**config.mk**
```make
export PLATFORM = sky130hd
export DESIGN_NAME = ramb16_s4_s18_fifo_ctrl_flat
export DESIGN_NICKNAME = d
export VERILOG_FILES = /design/src/rtl/ramb16_fifo_pkg.sv /design/src/rtl/ramb16_s4_s18_fifo_ctrl_if.sv /design/src/rtl/ramb16_fifo_obuf.sv /design/src/rtl/ramb16_s4_s18_fifo_ctrl.sv /design/src/flat_wrapper.sv
export SDC_FILE = /design/constraint.sdc
export NUM_CORES = 1
export LEC_CHECK = 0
export BUFFER_PORTS_ARGS = -buffer_cell sky130_fd_sc_hd__buf_2
export CAP_MARGIN = 20
export CORE_ASPECT_RATIO = 1.75
export CORE_UTILIZATION = 30
export CTS_CLUSTER_DIAMETER = 80
export CTS_CLUSTER_SIZE = 40
export DETAILED_ROUTE_END_ITERATION = 7
export HOLD_SLACK_MARGIN = 0.03
export REMOVE_ABC_BUFFERS = 1
export SYNTH_ARGS = -nofsm -noshare
export SYNTH_HDL_FRONTEND = slang
export SYNTH_HIERARCHICAL = 1
export SYNTH_SLANG_ARGS = --single-unit
export TNS_END_PERCENT = 50
```
**constraint.sdc**
```tcl
create_clock -name clk -period 6.5 [get_ports clk]
set_clock_uncertainty 0.05 [all_clocks]
set_input_delay 1.3 -clock clk [delete_from_list [all_inputs] [get_ports clk]]
set_output_delay 1.3 -clock clk [all_outputs]
set_load 0.05 [all_outputs]
```
**src/rtl/ramb16_fifo_pkg.sv**
```systemverilog
`default_nettype none
// +------------------------------------------------------------------------+
// | ramb16_fifo_pkg                                                        |
// | Shared widths and types for the nibble-to-word RAMB16 FIFO controller. |
// | Rev 1.0                                                                |
// +------------------------------------------------------------------------+
package ramb16_fifo_pkg;

    localparam int NIB_PTR_W     = 13;
    localparam int WORD_PTR_W    = 11;
    localparam int RAM_A_AW      = 12;
    localparam int RAM_B_AW      = 10;
    localparam int NIBS_PER_WORD = 4;
    localparam int CAPACITY_NIB  = 4096;

    typedef logic [NIB_PTR_W-1:0]  nib_ptr_t;
    typedef logic [WORD_PTR_W-1:0] word_ptr_t;
    typedef logic [3:0]            nibble_t;
    typedef logic [15:0]           word_t;

endpackage
`default_nettype wire

```
**src/rtl/ramb16_s4_s18_fifo_ctrl_if.sv**
```systemverilog
`default_nettype none
// +------------------------------------------------------------------------+
// | ramb16_s4_s18_fifo_ctrl_if                                             |
// | Nibble push stream and word pop stream of the width-converting FIFO.   |
// | Rev 1.0                                                                |
// +------------------------------------------------------------------------+
interface ramb16_s4_s18_fifo_ctrl_if;
    import ramb16_fifo_pkg::*;

    logic    nib_valid;
    nibble_t nib_data;
    logic    nib_ready;
    logic    word_valid;
    word_t   word_data;
    logic    word_ready;

    // master: the surrounding system (producer of nibbles, consumer of words)
    modport master (
        output nib_valid, nib_data, word_ready,
        input  nib_ready, word_valid, word_data
    );

    modport slave (
        input  nib_valid, nib_data, word_ready,
        output nib_ready, word_valid, word_data
    );

endinterface
`default_nettype wire

```
**src/rtl/ramb16_fifo_obuf.sv**
```systemverilog
`default_nettype none
// +------------------------------------------------------------------------+
// | ramb16_fifo_obuf                                                       |
// | Two-entry 16-bit output buffer with capture, pop and clear.            |
// | Rev 1.0                                                                |
// +------------------------------------------------------------------------+
module ramb16_fifo_obuf
    import ramb16_fifo_pkg::*;
(
    input  wire logic  clk,
    input  wire logic  rst,
    input  wire logic  i_capture,
    input  wire word_t i_data,
    input  wire logic  i_pop,
    output word_t      o_head,
    output logic [1:0] o_count
);

    word_t      r_mem [2];
    logic       r_wsel;
    logic       r_rsel;
    logic [1:0] r_count;

    always_ff @(posedge clk) begin
        if (rst) begin
            r_mem[0] <= '0;
            r_mem[1] <= '0;
            r_wsel   <= 1'b0;
            r_rsel   <= 1'b0;
            r_count  <= 2'd0;
        end else begin
            if (i_capture) begin
                r_mem[r_wsel] <= i_data;
                r_wsel        <= ~r_wsel;
            end
            if (i_pop) begin
                r_rsel <= ~r_rsel;
            end
            case ({i_capture, i_pop})
                2'b10:   r_count <= r_count + 2'd1;
                2'b01:   r_count <= r_count - 2'd1;
                default: r_count <= r_count;
            endcase
        end
    end

    assign o_head  = r_mem[r_rsel];
    assign o_count = r_count;

endmodule
`default_nettype wire

```
**src/rtl/ramb16_s4_s18_fifo_ctrl.sv**
```systemverilog
`default_nettype none
// +------------------------------------------------------------------------+
// | ramb16_s4_s18_fifo_ctrl                                                |
// | Nibble-in / word-out FIFO controller around one RAMB16_S4_S18.         |
// | Optional RAMB_FIFO_LEVEL_EN adds fill_words / almost_full outputs.     |
// | Rev 1.0                                                                |
// +------------------------------------------------------------------------+
module ramb16_s4_s18_fifo_ctrl
    import ramb16_fifo_pkg::*;
#(
    parameter int AFULL_WORDS = 1000,
    parameter int OBUF_DEPTH  = 2
)(
    input  wire logic                  clk,
    input  wire logic                  reset,
    input  wire logic                  flush,
    ramb16_s4_s18_fifo_ctrl_if.slave   bus,
    output logic [RAM_A_AW-1:0]        ram_addra,
    output nibble_t                    ram_dia,
    output logic                       ram_ena,
    output logic                       ram_wea,
    output logic [RAM_B_AW-1:0]        ram_addrb,
    output logic                       ram_enb,
    input  wire word_t                 ram_dob
`ifdef RAMB_FIFO_LEVEL_EN
    ,
    output logic [11:0]                fill_words,
    output logic                       almost_full
`endif
);

    nib_ptr_t   r_wr_ptr;
    word_ptr_t  r_rd_ptr;
    logic       r_inflight;

    logic       w_hold;
    nib_ptr_t   w_used_nib;
    logic       w_full;
    word_ptr_t  w_avail;
    logic       w_push;
    logic       w_pop;
    logic       w_issue;
    logic [1:0] w_obuf_count;
    word_t      w_head;

    assign w_hold     = reset | flush;
    assign w_used_nib = r_wr_ptr - {r_rd_ptr, 2'b00};
    assign w_full     = (w_used_nib == nib_ptr_t'(CAPACITY_NIB));
    // Only complete words count; a partially written word is never issued.
    assign w_avail    = r_wr_ptr[NIB_PTR_W-1:$clog2(NIBS_PER_WORD)] - r_rd_ptr;

    assign bus.nib_ready = !w_full && !w_hold;
    assign w_push        = bus.nib_valid && bus.nib_ready;
    assign w_issue       = !w_hold && (w_avail != '0)
                        && ((int'(w_obuf_count) + int'(r_inflight)) < OBUF_DEPTH);

    assign ram_ena   = w_push;
    assign ram_wea   = w_push;
    assign ram_dia   = w_push ? bus.nib_data : '0;
    assign ram_addra = w_hold ? '0 : r_wr_ptr[RAM_A_AW-1:0];
    assign ram_enb   = w_issue;
    assign ram_addrb = w_hold ? '0 : r_rd_ptr[RAM_B_AW-1:0];

    always_ff @(posedge clk) begin
        if (w_hold) begin
            r_wr_ptr   <= '0;
            r_rd_ptr   <= '0;
            r_inflight <= 1'b0;
        end else begin
            if (w_push) begin
                r_wr_ptr <= r_wr_ptr + nib_ptr_t'(1);
            end
            if (w_issue) begin
                r_rd_ptr <= r_rd_ptr + word_ptr_t'(1);
            end
            r_inflight <= w_issue;
        end
    end

    assign w_pop = bus.word_valid && bus.word_ready;

    ramb16_fifo_obuf u_obuf (
        .clk       (clk),
        .rst       (w_hold),
        .i_capture (r_inflight),
        .i_data    (ram_dob),
        .i_pop     (w_pop),
        .o_head    (w_head),
        .o_count   (w_obuf_count)
    );

    assign bus.word_valid = (w_obuf_count != 2'd0) && !w_hold;
    assign bus.word_data  = w_hold ? '0 : w_head;

`ifdef RAMB_FIFO_LEVEL_EN
    logic [11:0] w_fill;
    logic [11:0] r_fill;
    logic        r_afull;

    // Threshold counts every complete word held, including the output buffer.
    assign w_fill = 12'(w_avail) + 12'(w_obuf_count) + 12'(r_inflight);

    always_ff @(posedge clk) begin
        if (w_hold) begin
            r_fill  <= '0;
            r_afull <= 1'b0;
        end else begin
            r_fill  <= w_fill;
            r_afull <= (int'(w_fill) >= AFULL_WORDS);
        end
    end

    assign fill_words  = r_fill;
    assign almost_full = r_afull;
`endif

endmodule
`default_nettype wire

```
**src/flat_wrapper.sv**
```systemverilog
// flat-port wrapper written by rule: the top's interface ports become plain ports
module ramb16_s4_s18_fifo_ctrl_flat import ramb16_fifo_pkg::*;
#(
    parameter int AFULL_WORDS = 1000,
    parameter int OBUF_DEPTH  = 2
)
  (clk, reset, flush, ram_addra, ram_dia, ram_ena, ram_wea, ram_addrb, ram_enb, ram_dob, bus_nib_valid, bus_nib_data, bus_word_ready, bus_nib_ready, bus_word_valid, bus_word_data);
  ramb16_s4_s18_fifo_ctrl_if bus_i ();
  input  wire logic clk;
  input  wire logic reset;
  input  wire logic flush;
  output logic [RAM_A_AW-1:0] ram_addra;
  output nibble_t ram_dia;
  output logic ram_ena;
  output logic ram_wea;
  output logic [RAM_B_AW-1:0] ram_addrb;
  output logic ram_enb;
  input  wire word_t ram_dob;
  input wire logic [$bits(bus_i.nib_valid)-1:0] bus_nib_valid;
  input wire logic [$bits(bus_i.nib_data)-1:0] bus_nib_data;
  input wire logic [$bits(bus_i.word_ready)-1:0] bus_word_ready;
  output wire logic [$bits(bus_i.nib_ready)-1:0] bus_nib_ready;
  output wire logic [$bits(bus_i.word_valid)-1:0] bus_word_valid;
  output wire logic [$bits(bus_i.word_data)-1:0] bus_word_data;
  assign bus_i.nib_valid = bus_nib_valid;
  assign bus_i.nib_data = bus_nib_data;
  assign bus_i.word_ready = bus_word_ready;
  assign bus_nib_ready = bus_i.nib_ready;
  assign bus_word_valid = bus_i.word_valid;
  assign bus_word_data = bus_i.word_data;
  ramb16_s4_s18_fifo_ctrl #(.AFULL_WORDS(AFULL_WORDS), .OBUF_DEPTH(OBUF_DEPTH)) u_core (.clk(clk), .reset(reset), .flush(flush), .bus(bus_i), .ram_addra(ram_addra), .ram_dia(ram_dia), .ram_ena(ram_ena), .ram_wea(ram_wea), .ram_addrb(ram_addrb), .ram_enb(ram_enb), .ram_dob(ram_dob));
endmodule
```
# [Word-level counts from Yosys, hierarchy flattened]
# Memory sizes are Yosys's and may differ from the RTL's. A register that Yosys moved wholly into a read port is not among the register bits.
# Index checks and enable logic that the tools add are counted.
[word_totals] ff_bits=29 ramBits=32 inputBits=25 out_inout_bits=47 elab_cells=48 mem_count=1
[mem_list] name="u_core.u_obuf.r_mem" depth=2 width=16 read_ports=1 rd_clocked_by_memory_dff=1 wr=2 line_no="ramb16_fifo_obuf.sv:19" text="word_t r_mem [2];"
[op_classes] addsub=7 magnitude_cmp=1 n_eq_ne=3 muxes=15 n_bitwise=3 n_reduce_logical=12
[op_table] cell="$lt 32x3->1 const B" n=1
[op_table] cell="$mux 16" n=2
[op_table] cell="$reduce_or 16->1" n=1
[op_table] cell="$add 13x1->13 const B" n=1
[op_table] cell="$eq 13x13->1 const B" n=1
[op_table] cell="$sub 13x13->13" n=1
[op_table] cell="$mux 12" n=1
[op_table] cell="$add 11x1->11 const B" n=1
[op_table] cell="$reduce_bool 11->1" n=1
[op_table] cell="$sub 11x11->11" n=1
[op_table] cell="$mux 10" n=1
[op_table] cell="$mux 1" n=9
[op_table] cell="$logic_and 1x1->1" n=6
[op_table] cell="$mux 4" n=1
[op_table] cell="$pmux 2 s2" n=1
[op_table] cell="$reduce_bool 2->1" n=2
[op_table] cell="$add 2x1->3" n=1
[op_table] cell="$add 2x1->2 const B" n=1
[op_table] cell="$eq 2x1->1 const B" n=1
[op_table] cell="$eq 2x2->1 const B" n=1
[op_table] cell="$logic_not 1->1" n=2
[op_table] cell="$not 1->1" n=2
[op_table] cell="$sub 2x1->2 const B" n=1
[op_table] cell="$or 1x1->1" n=1

# [Longest topological paths before layout]
# Gate-level depths: netlist of run 1.
[logic_depth] ltp_word=6 depth_mapped=11 mapped_depth_nobuf=10

# [Modules after synthesis]
# Netlist of run 1, hierarchy kept.
[modules_own_cells] module="ramb16_s4_s18_fifo_ctrl" instances=1 cells_each=254 area_each_um2=1923.1 seq_area_each_um2=500.5
[modules_own_cells] module="ramb16_fifo_obuf" instances=1 cells_each=125 area_each_um2=1597.8 seq_area_each_um2=1061.0

# [Worst setup path before layout of run 1]
# OpenSTA, ideal clock, no wires.
[synth_path] path_type="flip-flop to output port" from="reg u_core.r_rd_ptr[1]" to="out ram_dia[0]" t_arrival_ps=3246 t_required_ps=5150 slack_ps=1904 stages_incl_launch_ff=11 n_path_buf=1 cell_sequence="dfxtp_1 -> inv_1 -> ha_1 -> nor2b_2 -> o31ai_2 -> a211oi_4 -> a311o_1 -> nor3b_4 -> buf_6 -> nor3b_2 -> and2_1"
[synth_between] elab_chain_cells=6
[synth_rtl] element="from (decl)" line_no="ramb16_s4_s18_fifo_ctrl.sv:33" text="word_ptr_t r_rd_ptr;"
[synth_rtl] element="from (signal assigned)" line_no="ramb16_s4_s18_fifo_ctrl.sv:74" text="r_rd_ptr <= r_rd_ptr + word_ptr_t'(1);"
[synth_rtl] element="$sub 13x13->13" line_no="ramb16_s4_s18_fifo_ctrl.sv:47" text="assign w_used_nib = r_wr_ptr - {r_rd_ptr, 2'b00};"
[synth_rtl] element="$eq 13x13->1" line_no="ramb16_s4_s18_fifo_ctrl.sv:48" text="assign w_full = (w_used_nib == nib_ptr_t'(CAPACITY_NIB));"
[synth_rtl] element="$logic_not 1->1" line_no="ramb16_s4_s18_fifo_ctrl.sv:52" text="assign bus.nib_ready = !w_full && !w_hold;"
[synth_rtl] element="$logic_and 1x1->1" line_no="ramb16_s4_s18_fifo_ctrl.sv:52"
[synth_rtl] element="$logic_and 1x1->1" line_no="ramb16_s4_s18_fifo_ctrl.sv:53" text="assign w_push = bus.nib_valid && bus.nib_ready;"
[synth_rtl] element="named net ram_ena" line_no="flat_wrapper.sv:14" text="output logic ram_ena;"
[synth_rtl] element="$mux 4" line_no="ramb16_s4_s18_fifo_ctrl.sv:59" text="assign ram_dia = w_push ? bus.nib_data : '0;"
[synth_rtl] element="to (decl)" line_no="flat_wrapper.sv:13" text="output nibble_t ram_dia;"
# The timed path passes the listed nets, and every way through them passes these cells.

# [Worst setup path after layout of run 1]
[layout_path] from="reg u_core.r_rd_ptr[1]" to="out ram_dia[2]"
[layout_between] elab_chain_cells=6
[layout_rtl] element="$sub 13x13->13" line_no="ramb16_s4_s18_fifo_ctrl.sv:47"
[layout_rtl] element="$eq 13x13->1" line_no="ramb16_s4_s18_fifo_ctrl.sv:48"
[layout_rtl] element="$logic_not 1->1" line_no="ramb16_s4_s18_fifo_ctrl.sv:52"
[layout_rtl] element="$logic_and 1x1->1" line_no="ramb16_s4_s18_fifo_ctrl.sv:52"
[layout_rtl] element="$logic_and 1x1->1" line_no="ramb16_s4_s18_fifo_ctrl.sv:53"
[layout_rtl] element="$mux 4" line_no="ramb16_s4_s18_fifo_ctrl.sv:59"
# Every way passes these cells.

==> results of run 1 <==
[kinds of logic after synthesis]
group / Yosys count / share of synthesized area
and+or+nand+nor: 179 / 0.264
xor gates and xnor gates: 6 / 0.0149
AOI/OAI and AO/OA: 59 / 0.106
buffers and inverters: 34 / 0.0423
muxes: 25 / 0.0792
adders and majority gates: 14 / 0.0498
DFF: 62 / 0.443
[worst max-delay path by stage]
stage | slack [ps] | end | depth (start not counted) | from
floorplan | 430 | ram_dia[0] | 4 | flush
global placement | 1920 | ram_dia[3] | 8 | flush
detailed placement | 1830 | ram_dia[2] | 8 | flush
CTS | 1540 | ram_dia[2] | 11 | u_core/r_rd_ptr[1]
global route | 1290 | ram_dia[2] | 11 | u_core/r_rd_ptr[1]
finish | 1600 | ram_dia[2] | 11 | u_core/r_rd_ptr[1]
[state kept, by name, indices dropped and copies added (netlist names), named ones only]
signal,flops
u_core/r_inflight,1
u_core/r_rd_ptr,11
u_core/u_obuf/r_rsel,1
u_core/u_obuf/o_count,2
u_core/u_obuf/r_mem,32
u_core/u_obuf/r_wsel,1
u_core/r_wr_ptr,13
[routing by layer]
layer,up-vias,global-route usage
met2,65,0.264
li1,1455,-
met5,-,0
met1,1361,0.147
met3,9,0.0330
met4,0,0.0560
[cells in the final DEF, fill, tap and decap left out, types with 9 or more instances in the layout]
master and n:
sky130_fd_sc_hd__a21oi_1 21, sky130_fd_sc_hd__and2_1 31, sky130_fd_sc_hd__buf_2 71, sky130_fd_sc_hd__clkbuf_16 9, sky130_fd_sc_hd__dfxtp_1 30, sky130_fd_sc_hd__edfxtp_1 32
sky130_fd_sc_hd__ha_1 14, sky130_fd_sc_hd__inv_1 17, sky130_fd_sc_hd__mux2_2 23, sky130_fd_sc_hd__nand2_1 16, sky130_fd_sc_hd__nand2b_1 20, sky130_fd_sc_hd__nand3_1 11
sky130_fd_sc_hd__nor2_1 65, sky130_fd_sc_hd__o21ai_0 16, sky130_fd_sc_hd__or3_1 13
[critical path, cell delays in order, from the launching register on]
cell and delay (ps):
sky130_fd_sc_hd__dfxtp_1 350, sky130_fd_sc_hd__inv_1 70, sky130_fd_sc_hd__ha_1 280, sky130_fd_sc_hd__nor2b_2 170
sky130_fd_sc_hd__o31ai_2 310, sky130_fd_sc_hd__a211oi_4 130, sky130_fd_sc_hd__nor4b_1 290, sky130_fd_sc_hd__a311o_1 320
sky130_fd_sc_hd__nor3b_4 680, sky130_fd_sc_hd__nor3b_2 200, sky130_fd_sc_hd__and2_1 210, sky130_fd_sc_hd__buf_2 200
[through the flow]
stage                     total power (uW)   util  hold slack (ps)  instance area (um2)
after floorplan                        685      -              394                 3440
after global placement                 757  0.345              404                 3980
after detailed placement               766  0.345              409                 3980
after CTS                             1300  0.374              417                 4310
after global routing                  1350  0.374              457                 4310
final                                 1290  0.374              417                 4310
[final cells by class]
type,instances,area (um2)
repair buffers,73,370
flip-flops and latches,62,1560
multi-input cells,283,1810
clock buffers,11,253
clock inverters,5,81.3
fillers,1166,7210
well taps,135,169
inverters,17,63.8
[power by group]
group / internal [uW] / leakage (uW) / total [uW] / switching, uW
registers: 444 / 0.000601 / 459 / 15.1
clock network: 356 / 0.000162 / 529 / 173
logic: 92.2 / 0.00103 / 298 / 205
==> run summary, run 1 <==
The flow ran to the end, but the final reports show violations. The final reports fail on design-rule violations. The final cycle utilization of the critical path came out at 0.754. Counting every instance in the synthesized netlist gives around 380. The area overhead of the layout relative to synthesis is 22.4%.

The number of pins exceeding their max-slew limit in the final report is 0. The CTS tree is built. The source of the worst register-to-register timing path is u_core/r_rd_ptr[1]. The startpoint identified for the worst hold timing path is u_core/u_obuf/r_wsel. Counting cells, the worst reg-to-reg path comes to 10. The remaining antenna violation count after routing is 0.

The floorplan step defined a core boundary enclosing 11500 um2. The number of antenna violations at the first check in global routing is 0. The area enclosed by the die boundary is 12200 um2. The worst setup margin came out at ~1600 ps. 72 I/O pins were placed. The count of clock tree sinks came out at 62. STA classifies the critical path endpoint as a primary output. The headroom to the max-slew limit came out at 0.425. TritonCTS created 9 clock buffers. The largest fanout on the critical path is 22. The global-route congestion overflow total came out at 0. The number of hold buffers added after CTS is 0. The number of levels the H-tree was split into came out at 3. The number of warnings issued by yosys is 6. The starting density of the core came out at 0.306. From left edge to right edge, the die measures 83.9 um. After synthesis, the most frequently instantiated cells are sky130_fd_sc_hd__nor2_1 (65), sky130_fd_sc_hd__edfxtp_1 (32), sky130_fd_sc_hd__and2_1 (31). Excluding fillers, the count of instances in the completed layout stands at slightly below 600. The routed length on met1 came out at 3.33 mm. The net total in the final layout came out at 485.

Of all flip-flops after synthesis, the portion carrying an async set or reset was 0. Sorting the synthesized cells by area gives the leading types as sky130_fd_sc_hd__edfxtp_1 (27%), sky130_fd_sc_hd__dfxtp_1 (17%), sky130_fd_sc_hd__mux2_2 (7.4%). The global router's overall resource usage came out at 0.140. The slew of the pin with the lowest slew margin is 863 ps. Once the clock tree was built, the resizer swapped 0 gates to a different size. The total number of vias is 2890.

The tool flagged a number of max-cap violations equal to 0. Setup repair after global routing left no endpoint under its margin. The first-pass GRT wire length came out at 13.4 mm. The antenna diode instance count came out at 0. After detailed routing, the number of remaining DRC violations is 12. The clock insertion delay at the later pin of the skew report came out at 320 ps.

The iteration-0 DRC count of the detailed router is 121. The last weighted congestion value of the routability-driven placer came out at roughly 0.79. At the worst endpoint, the required time is around 5200 ps. The pin count of the biggest net entering global routing came out at 49.

The floorplan row count is 52. The highest clock rate came out at 0.204 GHz. For this run, the leading register cell type out of synthesis is sky130_fd_sc_hd__edfxtp_1. The worst hold path passes through 2 cells. The tree is rooted in a sky130_fd_sc_hd__clkbuf_16. The number of optimization iterations in the first detailed-route pass came out at 8. The worst hold path belongs to the class reg -> reg. The path with the worst hold slack has its endpoint at u_core/u_obuf/r_wsel. The number of synthesized register bits came out at 62. Timing analysis after detailed placement gives a worst setup slack of 1830 ps. In the routed layout, each cell is associated on average with a via count of 4.93. The top layer reached by signal wires is met4. The vertical die dimension is 145 um.

sky130_fd_sc_hd__nor2_1 is the most common cell in the netlist. The sum of met2 wire segment lengths after detailed routing came out at 4.72 mm. The synthesized area per cell came out at 9.29 um2. Summed over all cells, the static leakage comes to 0.00180 uW. The share of the synthesized area in the top cell type came out at 0.273.

The total routed wirelength came out at ~8.5 mm. The startpoint kind of the worst setup timing path is a flip-flop. The estimated wirelength of the detail-placed design came out at 6.17 mm.

In this run the tool buffered the top-level ports with 71 buffer cells. The highest ir drop seen on vdd came out at ~0.00015 V. The post-CTS setup repair buffer count is 0.

Yosys mapped a number of flops with a built-in enable equal to 32. The count of distinct cell types in the synthesized netlist came out at 49. The number of placed instances, taps included is 570. The power per cell area is 298 nW/um2. The slack of the worst reg-to-reg path is 3200 ps.

The via count of the first global-routing pass is 2817. The data arrival time of the worst path is 3550 ps. Summed over all failing endpoints, the final setup total negative slack is 0 ps. The detailed-route wire length per cell is 14.6 um.

The final critical path time including I/O delays and setup is 4900 ps. Wire segments on met3 add up to 362 um in the final route. The biggest area contributor in the post-synthesis netlist is sky130_fd_sc_hd__edfxtp_1. In this run the critical register-to-register path is captured at u_core/r_wr_ptr[4].

The number of buffers on the longest clock path came out at 2. In the final layout, the share of cells above drive strength 1 is 0.266. Summing every instance area after synthesis gives 3520 um2. The number of hold-slack violations in the final timing report came out at 0. Of the synthesized area, sequential elements account for 0.443. The clock edge transition at the registers on the reported setup and hold paths came out at 50 ps. Setup violations remaining at the end of the flow were counted as 0.

The startpoint-to-endpoint class of the critical path is reg -> out.
(Power assumes the default switching activity.)
==> inputs of run 2 (changes only) <==
Settings changed: ABC_AREA set to 1.
Clock period 6.5 ns to 4.4 ns, I/O delays scaled along.
==> run summary, run 2 <==
The number of port buffers came out at 71. By area the synthesized netlist is led by sky130_fd_sc_hd__edfxtp_1 (24%), sky130_fd_sc_hd__dfxtp_1 (15%), sky130_fd_sc_hd__nor2_1 (11%). The H-tree was split into 3 levels. The cell type contributing the most total cell area after synthesis is sky130_fd_sc_hd__edfxtp_1. The number of optimization iterations in the first detailed-route pass came out at 4. The number of enable flip-flop cells after synthesis came out at 32. Of the post-synthesis cell area, the dominant cell type holds 0.238.

The starting density of the core is 0.310. The first-pass GRT wire length is 15.9 mm. The final-layout worst hold slack came out at 429 ps. The pin count of the biggest net entering global routing is 31. The slack of the worst reg-to-reg path came out at around 1700 ps. The overall power after layout came out at 1420 uW. The via count of the first global-routing pass is 3492. STA classifies the critical path endpoint as a primary output. The synthesized design contains 62 register bits. In the routed design, unresolved DRC markers number 0. TritonCTS created 9 clock buffers. The area enclosed by the die boundary is between 10000 and 15000 um2.

The number of hold-slack violations in the final timing report came out at 0. The last weighted congestion value of the routability-driven placer is around 0.82. Along the worst path, the maximum fanout reaches 14.

After synthesis, the most frequently instantiated cells are sky130_fd_sc_hd__nor2_1 (118), sky130_fd_sc_hd__inv_1 (92), sky130_fd_sc_hd__nand2_1 (83). The total routed wirelength is 9.54 mm. The number of maximum-capacitance constraint violations is 0.

TritonCTS built the clock tree. The share of final-layout standard cells stronger than drive strength 1 is 0.246. The net total in the final layout is 639.

The placed instances occupy a cell area of 4510 um2. The headroom to the max-slew limit is 0.500. Relative to the synthesized area, the layout overhead comes to 19.3%. In this run, placement finished with an instance count of 760. The synthesized area per cell is about 7.6 um2. Subtracting the final worst setup slack from the clock period gives a little under 4000 ps. The number of gates resized after CTS is 0. Yosys instantiated no cell more often than sky130_fd_sc_hd__nor2_1. For this run, the leading register cell type out of synthesis is sky130_fd_sc_hd__edfxtp_1. The slew of the pin with the lowest slew margin came out at 749 ps. Setup repair after global routing left no endpoint under its margin. The library cells used most frequently in the layout, excluding fill and tap cells, are sky130_fd_sc_hd__nor2_1 (118), sky130_fd_sc_hd__inv_1 (92), sky130_fd_sc_hd__nand2_1 (83). Summed over all cells, the static leakage comes to 0.00237 uW. The required time of the critical path came out at 3470 ps.

The number of antenna diodes in the final layout is 0. The share of the Yosys chip area taken by registers is 0.387. The HPWL after detailed placement is around 7.4 mm.

The number of hold buffers added after CTS is 0. The power per cell area is 295 nW/um2. In the final layout, the registers with the most flip-flops are u_core/u_obuf/r_mem (32), u_core/r_wr_ptr (13), u_core/r_rd_ptr (11).

In this run the worst hold path is classified as reg -> reg. The total number of vias is 3473. The floorplan row count is 55. The run finished with clean final reports. The flip-flop count of the largest register after layout came out at 32. Synthesis handed over a netlist of 528 instances. The clock edge transition at the registers on the reported setup and hold paths came out at 60 ps. The post-CTS setup repair buffer count is 0.

Timing would allow up to 0.257 GHz. In this run the most critical hold path is launched from u_core/r_rd_ptr[7]. The iteration-0 DRC count of the detailed router is 138. STA classifies the critical path startpoint as a flip-flop. After routing, the total negative slack on setup checks comes to 0 ps. The detail route stage leaves a number of antenna-violating nets equal to 0.

The global router's overall resource usage came out at 0.150. Ranked by flip-flop count, first place goes to u_core/u_obuf/r_mem. The number of setup violations in the final report is 0. The clock insertion delay at the later pin of the skew report came out at 330 ps. The count of distinct cell types in the synthesized netlist is 38. The share of flip-flops with an asynchronous set or reset is 0. The detailed-route wire length per cell is approximately 12 um.

The final instance area came out at 4810 um2. The beginning of the critical path is u_core/r_rd_ptr[3]. For this run, the number of Yosys warnings is 6.

The floorplan step set the die height to 155 um. By startpoint and endpoint, the worst setup path is classified as reg -> out. The number of buffers on the longest clock path came out at 2. The number of primary I/O pins is just over 70. The die is between 80 and 90 um wide. The number of antenna violations at the first check in global routing came out at 0. The total standard cell area after synthesis is 4040 um2. After floorplanning, the core was sized to cover 13000 um2. The most common library cell in the layout ignoring fill and taps is sky130_fd_sc_hd__nor2_1. The final cycle utilization of the critical path came out at 0.884. The data arrival time of the worst path is 2960 ps. In the routed layout, each cell is associated on average with a via count of 4.48.

The count of clock tree sinks came out at 62. The final non-filler cell total came out at between 700 and 800. The highest ir drop seen on vdd is 0.000268 V. The number of pins exceeding their max-slew limit in the final report came to 0. In this run the critical register-to-register path is launched from u_core/r_rd_ptr[3]. The root buffer cell chosen for the clock tree is sky130_fd_sc_hd__clkbuf_16.

The global-route congestion overflow total is 0.
-- run 2: layer usage --
metal,part of all wire,track usage,vias up
li1,-,-,1798
met1,0.38,0.154,1581
met2,0.53,0.274,76
met3,0.048,0.0361,18
met4,0.035,0.0741,0
met5,0,0,-
-- run 2: worst max-delay path, cell delays in order, from the launching register on --
cell	delay (ps)
sky130_fd_sc_hd__dfxtp_1	460
sky130_fd_sc_hd__inv_1	190
sky130_fd_sc_hd__ha_1	380
sky130_fd_sc_hd__nand2_1	110
sky130_fd_sc_hd__inv_1	40
sky130_fd_sc_hd__nand2_1	80
sky130_fd_sc_hd__nand2_1	80
sky130_fd_sc_hd__nand2_1	60
sky130_fd_sc_hd__nand2_1	60
sky130_fd_sc_hd__nor2_1	150
sky130_fd_sc_hd__nand3b_2	140
sky130_fd_sc_hd__nor2_4	120
sky130_fd_sc_hd__nand3_4	140
sky130_fd_sc_hd__nand2_4	270
sky130_fd_sc_hd__inv_1	100
sky130_fd_sc_hd__buf_2	230
-- run 2: path summary, 6_finish.rpt --
kind / end / depth (start not counted)
max: ram_enb / 15
min: u_core/r_rd_ptr[7] / 2
max reg2reg: u_core/r_rd_ptr[1] / 16
min reg2reg: u_core/r_rd_ptr[7] / 2
-- run 2: cells by family (layout without fill, tap and decap cells) --
family,Yosys count,after routing,share of synthesized area
and+or+nand+nor,287,287,0.328
buffers and inverters,110,187,0.119
DFF,62,62,0.387
AOI/OAI and AO/OA,26,26,0.0462
muxes,16,16,0.0456
adders and majority gates,14,14,0.0434
xor gates and xnor gates,13,13,0.0301
-- run 2: layout make-up --
| cell class | count | area (um2) |
|---|---|---|
| Clock buffer | 9 | 225 |
| Clock inverter | 7 | 73.8 |
| Fill cell | 1380 | 8190 |
| Inverter | 96 | 360 |
| Multi-Input combinational cell | 356 | 1990 |
| Sequential cell | 62 | 1560 |
| Tap cell | 171 | 214 |
| Timing Repair Buffer | 75 | 385 |
-- run 2: through the flow --
step / utilization / setup slack (ps)
3_3_place_gp: 0.347 / 852
3_5_place_dp: 0.347 / 836
2_1_floorplan: - / 482
4_1_cts: 0.370 / 457
5_1_grt: 0.370 / 192
6_report: 0.370 / 511
-- run 2: power by group --
part / switching [uW] / total [uW] / internal, uW
Combinational: 65.1 / 92.4 / 27.2
Clock: 263 / 703 / 439
Sequential: 3.14 / 624 / 620
